`src/rtl/demux_stream_n.sv`:
```
// demux_stream_n: registered 1:N valid/ready stream demultiplexer.
// Each output channel owns a one-entry register. An optional burst lock
// keeps the route chosen on the first beat of a burst until its last beat.
// Beats aimed at a channel index that does not exist are counted and discarded.
module demux_stream_n #(
    parameter int WIDTH      = 8,
    parameter int CHANNELS   = 8,
    parameter int SEL_W      = $clog2(CHANNELS),
    parameter int LOCK_BURST = 1
) (
    input  logic                      Clk,
    input  logic                      Rst,
    input  logic                      Enable,
    input  logic [WIDTH-1:0]          InData,
    input  logic                      InValid,
    input  logic                      InLast,
    output logic                      InReady,
    input  logic [SEL_W-1:0]          Sel,
    output logic [CHANNELS*WIDTH-1:0] OutData,
    output logic [CHANNELS-1:0]       OutValid,
    output logic [CHANNELS-1:0]       OutLast,
    input  logic [CHANNELS-1:0]       OutReady,
    output logic [15:0]               DropCount,
    output logic                      Busy
);

    typedef enum logic {IDLE, BURST} state_t;

    state_t                state;
    logic [SEL_W-1:0]      latched_sel;
    logic [SEL_W-1:0]      tgt;
    logic [CHANNELS-1:0]   hit;
    logic [CHANNELS-1:0]   load;
    logic                  tgt_ok;
    logic                  tgt_full;
    logic                  accept;
    logic [15:0]           drop_cnt;

    logic [WIDTH-1:0]      data_p1 [CHANNELS];
    logic [CHANNELS-1:0]   last_p1;
    logic [CHANNELS-1:0]   vld_p1;

    // Saturating +1 for the drop counter.
    function automatic logic [15:0] sat_inc16(input logic [15:0] v);
        return (v == 16'hFFFF) ? v : v + 16'd1;
    endfunction

    // Decode the target channel and decide whether the input beat can be taken.
    // An out-of-range index decodes to no channel, so it is never blocked.
    always_comb begin
        tgt      = (LOCK_BURST != 0 && state == BURST) ? latched_sel : Sel;
        hit      = '0;
        for (int k = 0; k < CHANNELS; k++) begin
            hit[k] = (int'(tgt) == k);
        end
        tgt_ok   = |hit;
        tgt_full = |(hit & vld_p1 & ~OutReady);
        InReady  = Enable && !tgt_full;
        accept   = InValid && InReady;
        load     = accept ? hit : '0;
    end

    // ---- stage p1: per-channel output registers ----
    // Load on accept (also when draining in the same cycle), otherwise clear
    // valid once the consumer has taken the beat.
    always_ff @(posedge Clk) begin
        if (Rst) begin
            vld_p1  <= '0;
            last_p1 <= '0;
            for (int k = 0; k < CHANNELS; k++) begin
                data_p1[k] <= '0;
            end
        end else begin
            for (int k = 0; k < CHANNELS; k++) begin
                if (load[k]) begin
                    data_p1[k] <= InData;
                    last_p1[k] <= InLast;
                    vld_p1[k]  <= 1'b1;
                end else if (vld_p1[k] && OutReady[k]) begin
                    vld_p1[k]  <= 1'b0;
                end
            end
        end
    end

    // Burst-lock state machine and drop counter; both advance only on accepted beats.
    always_ff @(posedge Clk) begin
        if (Rst) begin
            state       <= IDLE;
            latched_sel <= '0;
            drop_cnt    <= '0;
        end else begin
            if (accept && !tgt_ok) begin
                drop_cnt <= sat_inc16(drop_cnt);
            end
            if (LOCK_BURST != 0 && accept) begin
                case (state)
                    IDLE: begin
                        if (!InLast) begin
                            latched_sel <= Sel;
                            state       <= BURST;
                        end
                    end
                    BURST: begin
                        if (InLast) begin
                            state <= IDLE;
                        end
                    end
                    default: state <= IDLE;
                endcase
            end
        end
    end

    for (genvar k = 0; k < CHANNELS; k++) begin : g_out
        assign OutData[k*WIDTH +: WIDTH] = data_p1[k];
    end

    assign OutValid  = vld_p1;
    assign OutLast   = last_p1;
    assign DropCount = drop_cnt;
    assign Busy      = (state == BURST);

endmodule

```
`config.mk`:
```
export PLATFORM = sky130hd
export DESIGN_NAME = demux_stream_n
export DESIGN_NICKNAME = d
export VERILOG_FILES = /design/src/rtl/demux_stream_n.sv
export SDC_FILE = /design/constraint.sdc
export NUM_CORES = 1
export LEC_CHECK = 0
export ABC_CLOCK_PERIOD_IN_PS = 2300
export CAP_MARGIN = 20
export CORE_MARGIN = 2
export CORE_UTILIZATION = 41
export CTS_BUF_LIST = sky130_fd_sc_hd__clkbuf_16
export DETAILED_ROUTE_END_ITERATION = 8
export PLACE_DENSITY_LB_ADDON = 0.05
export SLEW_MARGIN = 0
export SYNTH_ARGS = -nofsm -noshare
export SYNTH_HDL_FRONTEND = slang
export SYNTH_SLANG_ARGS = --single-unit
```
`constraint.sdc`:
```
create_clock -name Clk -period 2.3 [get_ports Clk]
set_clock_uncertainty 0.1 [all_clocks]
set_input_delay 0.46 -clock Clk [delete_from_list [all_inputs] [get_ports Clk]]
set_output_delay 0.46 -clock Clk [all_outputs]
set_load 0.03 [all_outputs]
```
# After elaboration in Yosys (flattened, before gate mapping)
# Memory sizes are Yosys's and may differ from the RTL's.
# Index checks and enable logic that the tools add are counted.
dict set report op_classes {
  n_reduce_logical 26
  shift 0
  n_mul 0
  n_mux 53
  n_lt_le_gt_ge 0
  div 0
  n_bitwise 14
  eq_ne 8
  n_addsub 1
}
# op count
set ops {}
lappend ops {{8-bit two-way mux} 9}
lappend ops {{1-bit two-way mux} 43}
lappend ops {{16-bit by 1-bit adder with 16-bit output (second input constant)} 1}
lappend ops {{8-bit bitwise AND} 2}
lappend ops {{16-bit == test (second input constant)} 1}
lappend ops {{2-bit nonzero test} 8}
lappend ops {{8-bit OR reduction} 2}
lappend ops {{3-bit == test (second input constant)} 4}
lappend ops {{1-bit logical AND} 11}
lappend ops {{8-bit inverter} 1}
lappend ops {{1-bit OR} 8}
lappend ops {{3-bit by 2-bit == test with 1-bit output (second input constant)} 2}
lappend ops {{3-bit by 1-bit == test with 1-bit output (second input constant)} 1}
lappend ops {{3-bit zero test} 1}
lappend ops {{3-bit two-way mux} 1}
lappend ops {{1-bit inverter} 3}
lappend ops {{3-bit AND reduction} 1}
lappend ops {{1-bit zero test} 2}
lappend ops {{2-bit AND reduction} 1}
dict set report word_totals {
  latch_bits 0
  inputBits 24
  rom_bits 0
  memories 1
  regBits 36
  mem_bits_rw 64
  output_inout_bits 98
  word_cells 122
}
# memory words width read_ports rd_clocked_by_memory_dff wr line_no
set mem_list {}
lappend mem_list {data_p1 8 8 8 0 8 39} ;# logic [WIDTH-1:0] data_p1 [CHANNELS];

# Longest topological paths before layout
dict set report depth {
  ltp_word 13
  depth_mapped 7
  depth_no_buf 5
}

# Least setup slack after synthesis
# No wires, ideal clock.
dict set report synth_path {
  kind {reg-to-reg}
  start {register state (netlist: Busy)}
  end {memory data_p1[2][0] (netlist: data_p1[0][16]) (enable)}
  arrival_time_ns 2.187
  path_slack_ns -0.316
  stages_incl_launch_ff 7
  required_time_ns 1.871
  period_less_slack_ns 2.616
  path_buffers 1
  setup_ns 0.329
  path_cell_list {dfxtp_1 mux2_2 mux2i_1 a211o_2 or3_1 buf_6 nand2_1}
}
# item line_no
set synth_rtl {}
lappend synth_rtl {{from (decl)} 29} ;# state_t state;
lappend synth_rtl {{from (signal assigned)} 89} ;# state <= IDLE;
lappend synth_rtl {{from (signal assigned)} 101} ;# state <= BURST;
lappend synth_rtl {{from (signal assigned)} 106} ;# state <= IDLE;
lappend synth_rtl {{to (decl)} 39}

# Worst setup path in the final report
dict set report layout_path {
  start {register state (netlist: Busy)}
  end {output port InReady}
}
dict set report layout_between {
  elab_chain_cells 7
  word_cells_on_any_way 14
  classes_between {7 x eq/ne; 1 x mux; 2 x bitwise; 4 x reduce/logical}
}
# item line_no
set layout_rtl {}
lappend layout_rtl {{3-bit two-way mux *} 51} ;# tgt = (LOCK_BURST != 0 && state == BURST) ? latched_sel : Sel;
lappend layout_rtl {{3-bit by 2-bit == test with 1-bit output, or another cell as far along} 54} ;# hit[k] = (int'(tgt) == k);
lappend layout_rtl {{8-bit bitwise AND * (2 in a row)} 57} ;# tgt_full = |(hit & vld_p1 & ~OutReady);
lappend layout_rtl {{8-bit OR reduction *} 57}
lappend layout_rtl {{1-bit zero test *} 58} ;# InReady = Enable && !tgt_full;
lappend layout_rtl {{1-bit logical AND *} 58}
lappend layout_rtl {{to (decl)} 17} ;# output logic InReady,
# Mark *: on every way between the ends. The rest lies on a longest branch, timed or not.

==> metrics.md <==
| Metric | Value |
|---|---|
| Outcome | finished with violations |
| Failing checks | setup timing |
| CTS tree | done |
| GR Util met1 | 0.238 |
| RSZ-0062 raised after global routing | true |
| Drt via density | ~4.9 |
| Global route hottest layer | met2 |
| Worst Path Arrival | around 1900 ps |
| NetSw | 0.958 mW |
| Drt total wl | approximately 9100 um |
| F_max | approximately 410 MHz |
| Fin Setup TNS | -120 ps |
| Via count | approximately 2800 |
| CTS Buf Count | 9 |
| Total track usage | 0.190 |
| Sw Share | 0.240 |
| Largest net degree at the start of global routing | 31 |
| Maximum Capacitance Violations | 0 |
| Final Worst Setup Slack | -120 ps |
| Synthesis-stage register bit count | 100 |
| Vias in the first global route | between 2000 and 3000 |
| Share of Yosys cell area claimed by the top area cell type | 0.517 |
| Core area | slightly below 9000 sq um |
| Tmin final | 2420 ps |
| # IOs | 122 |
| Rows | 34 |
| Met3 GRT Util | 0.0485 |
| Clk_lat worst skew | roughly 340 ps |
| Synthesized cell area | between 3000 and 4000 sq um |
| Relative slew slack | 0.708 |
| Tcrit/Tclk final | 1.05 |
| GRT overflow | 0 |
| M2 GR Usage | 0.324 |
| Ys async rst share | 0 |
| EDFF count, synth | 64 |
| Synth area leader | edfxtp_1 |
| Syn Area/Cell | between 10 and 15 sq um |
| Port Buffers | 121 |
| Synth unique cells | 39 |
| Mapped Cells | between 200 and 300 |
| Area grow syn2layout | 56.0% |
| Seq/Total Area, Yosys | 0.711 |
| Detailed Place HPWL | 6380 um |
| CP Data Required Time | around 1700 ps |
| Post-synth net total | 316 |
| Max IR drop VDD | just under 0.4 mV |
| Cells after DPL | ~540 |
| Antenna diode count | 0 |
| Die area | slightly below 10000 sq um |
| Max H-tree Level | 3 |
| Hold-fix buffers, CTS | 0 |
| Critical-path top delay cell | dfxtp_4 |
| Drt first pass iters | 4 |
| Initial DRC Count | about 120 |
| Bufs on Longest Clock Path | 2 |
| GPL Wtd Cong | ~0.84 |
| Root Driver | clkbuf_16 |
| Worst Hold Class | reg -> reg |
| # setup viols final | 1 |
| Largest cells by area after synthesis | edfxtp_1 52%, dfxtp_1 19%, nor2_1 5.9%, nand2_1 3.3%, mux2i_1 2.7% |
| Final cell count without fillers | roughly 570 |
| Antenna violations before repair | 0 |
| Layout cell share with drive strength beyond 1 | 0.207 |
| Starting density of the core | 0.424 |
| Logic pwr share | 0.128 |
| Nets | 480 |
| Crit path max fanout | 6 |
| Critical Path Max Stage Delay | between 300 and 400 ps |
| Worst Setup Path Type | reg -> out |
| CP cell instances | mux2_4 -> mux2_2 -> o32a_4 -> and3_4 -> buf_6 |
| Clock network fraction of design power | 0.371 |
| Die width | 99.2 um |
| Lkg Pwr | approximately 2.2 nW |
| Internal | 3.03 mW |
| Dominant synthesized flop cell | edfxtp_1 |
| Register clock-pin slew on the reported worst setup and hold paths | 70 ps |
| YS warnings | 0 |
| Power Dens Cells | a little under 700 nW/um^2 |
| Final hold violation count | 0 |
| Routed length per instance | 16.0 um |
| Worst slew pin tran | between 400 and 500 ps |
| Clock Sinks | 100 |
| Wire length of the first global-routing pass | between 10000 and 15000 um |
| Die height | slightly below 100 um |
| Final slew viol count | 0 |
| Sequential share of power | 0.501 |
| Critical Path End Type | output pin |
| DR DRC count | 0 |
| Post-DRT Antenna Nets | 0 |
| Crit path launch type | flip-flop |
[final timing paths]
| path | start | cells after the start | to | slack, ps |
|---|---|---|---|---|
| max | Busy | 5 | InReady | -120 |
| min | OutLast[1] | 2 | OutLast[1] | 360 |
| max reg2reg | Busy | 9 | data_p1[1][9] | 20 |
| min reg2reg | OutLast[1] | 2 | OutLast[1] | 360 |
[cell usage in the layout, fill, tap and decap left out, drive strengths merged, types with 3 or more instances in the layout]
cell	n
clkdlybuf4s50	116
edfxtp	64
nor2	58
buf	47
dfxtp	36
nand2	33
nor2b	16
inv	14
mux2i	10
clkbuf	10
a21oi	9
nand2b	6
nand4	5
dlygate4sd2	3
nor3b	3
[cell families (layout without fill, tap and decap cells)]
| logic type | count (synthesis) | in the layout | share of synthesized area |
|---|---|---|---|
| mux | 12 | 12 | 0.0330 |
| simple gates | 132 | 132 | 0.166 |
| buf+inv | 26 | 194 | 0.0397 |
| flops | 100 | 100 | 0.711 |
| compound gates | 22 | 22 | 0.0499 |
[worst max-delay path, delay by kind of cell, from the launching register on]
kind / cells / cell delay, ps
buf+inv: 1 / 130
compound gates: 1 / 190
mux: 2 / 620
flops: 1 / 390
simple gates: 1 / 190
[per-layer routing]
| metal | up-vias | part of all wire | routed length, um |
|---|---|---|---|
| met2 | 106 | 0.49 | 4460 |
| met5 | - | 0 | 0 |
| met4 | 0 | 0.011 | 102 |
| met3 | 10 | 0.066 | 596 |
| met1 | 1325 | 0.43 | 3920 |
| li1 | 1337 | - | - |
[area by class of cell]
| type | instances | area, sq um |
|---|---|---|
| Multi-Input combinational cell | 166 | 1060 |
| Inverter | 12 | 45.0 |
| Fill cell | 687 | 2970 |
| Timing Repair Buffer | 167 | 1610 |
| Clock inverter | 6 | 66.3 |
| Sequential cell | 100 | 2650 |
| Clock buffer | 9 | 225 |
| Tap cell | 108 | 135 |
[Yosys cell counts (all sizes together) (2+ instances only)]
library cell,count
nor3b,3
nor4,2
buf,8
clkbuf,6
nand2b,6
mux2i,10
dfxtp,36
mux2,2
or3,2
a21oi,9
inv,12
edfxtp,64
nand4,5
nand2,33
nor2,58
nor2b,16
a31o,2
[power by group through the flow]
stage          combinational, mW  sequential [mW]  clock, mW
2_1_floorplan              0.117             2.17          0
6_report                   0.512             2.00       1.48
4_1_cts                    0.505             2.00       1.50
3_5_place_dp               0.487             2.04          0
3_3_place_gp               0.484             2.04          0
5_1_grt                    0.540             2.01       1.59
[repair_timing]
item	CTS	global route
resized for setup	18	13
buffers inserted	6	4
endpoints found under the setup margin	67	97
pin swaps	8	5
[registers in the layout, summed over array words and instances, names as in the netlist]
| signal | cells |
|---|---|
| latched_sel | 3 |
| data_p1 | 64 |
| DropCount | 16 |
| Busy | 1 |
| OutLast | 8 |
| OutValid | 8 |
[per-stage QoR]
step           hold slack, ps  worst slack (ps)  power (mW)  utilization  cell area (sq um)
3_5_place_dp              351              -449        2.53        0.606               5310
3_3_place_gp              346              -404        2.52        0.606               5310
2_1_floorplan             347              2.64        2.28            -               3740
4_1_cts                   368              -137        4.01        0.652               5720
6_report                  362              -120        3.99        0.661               5790
5_1_grt                   379              -183        4.13        0.661               5790
No activity file was read; power rests on OpenSTA's default activity.
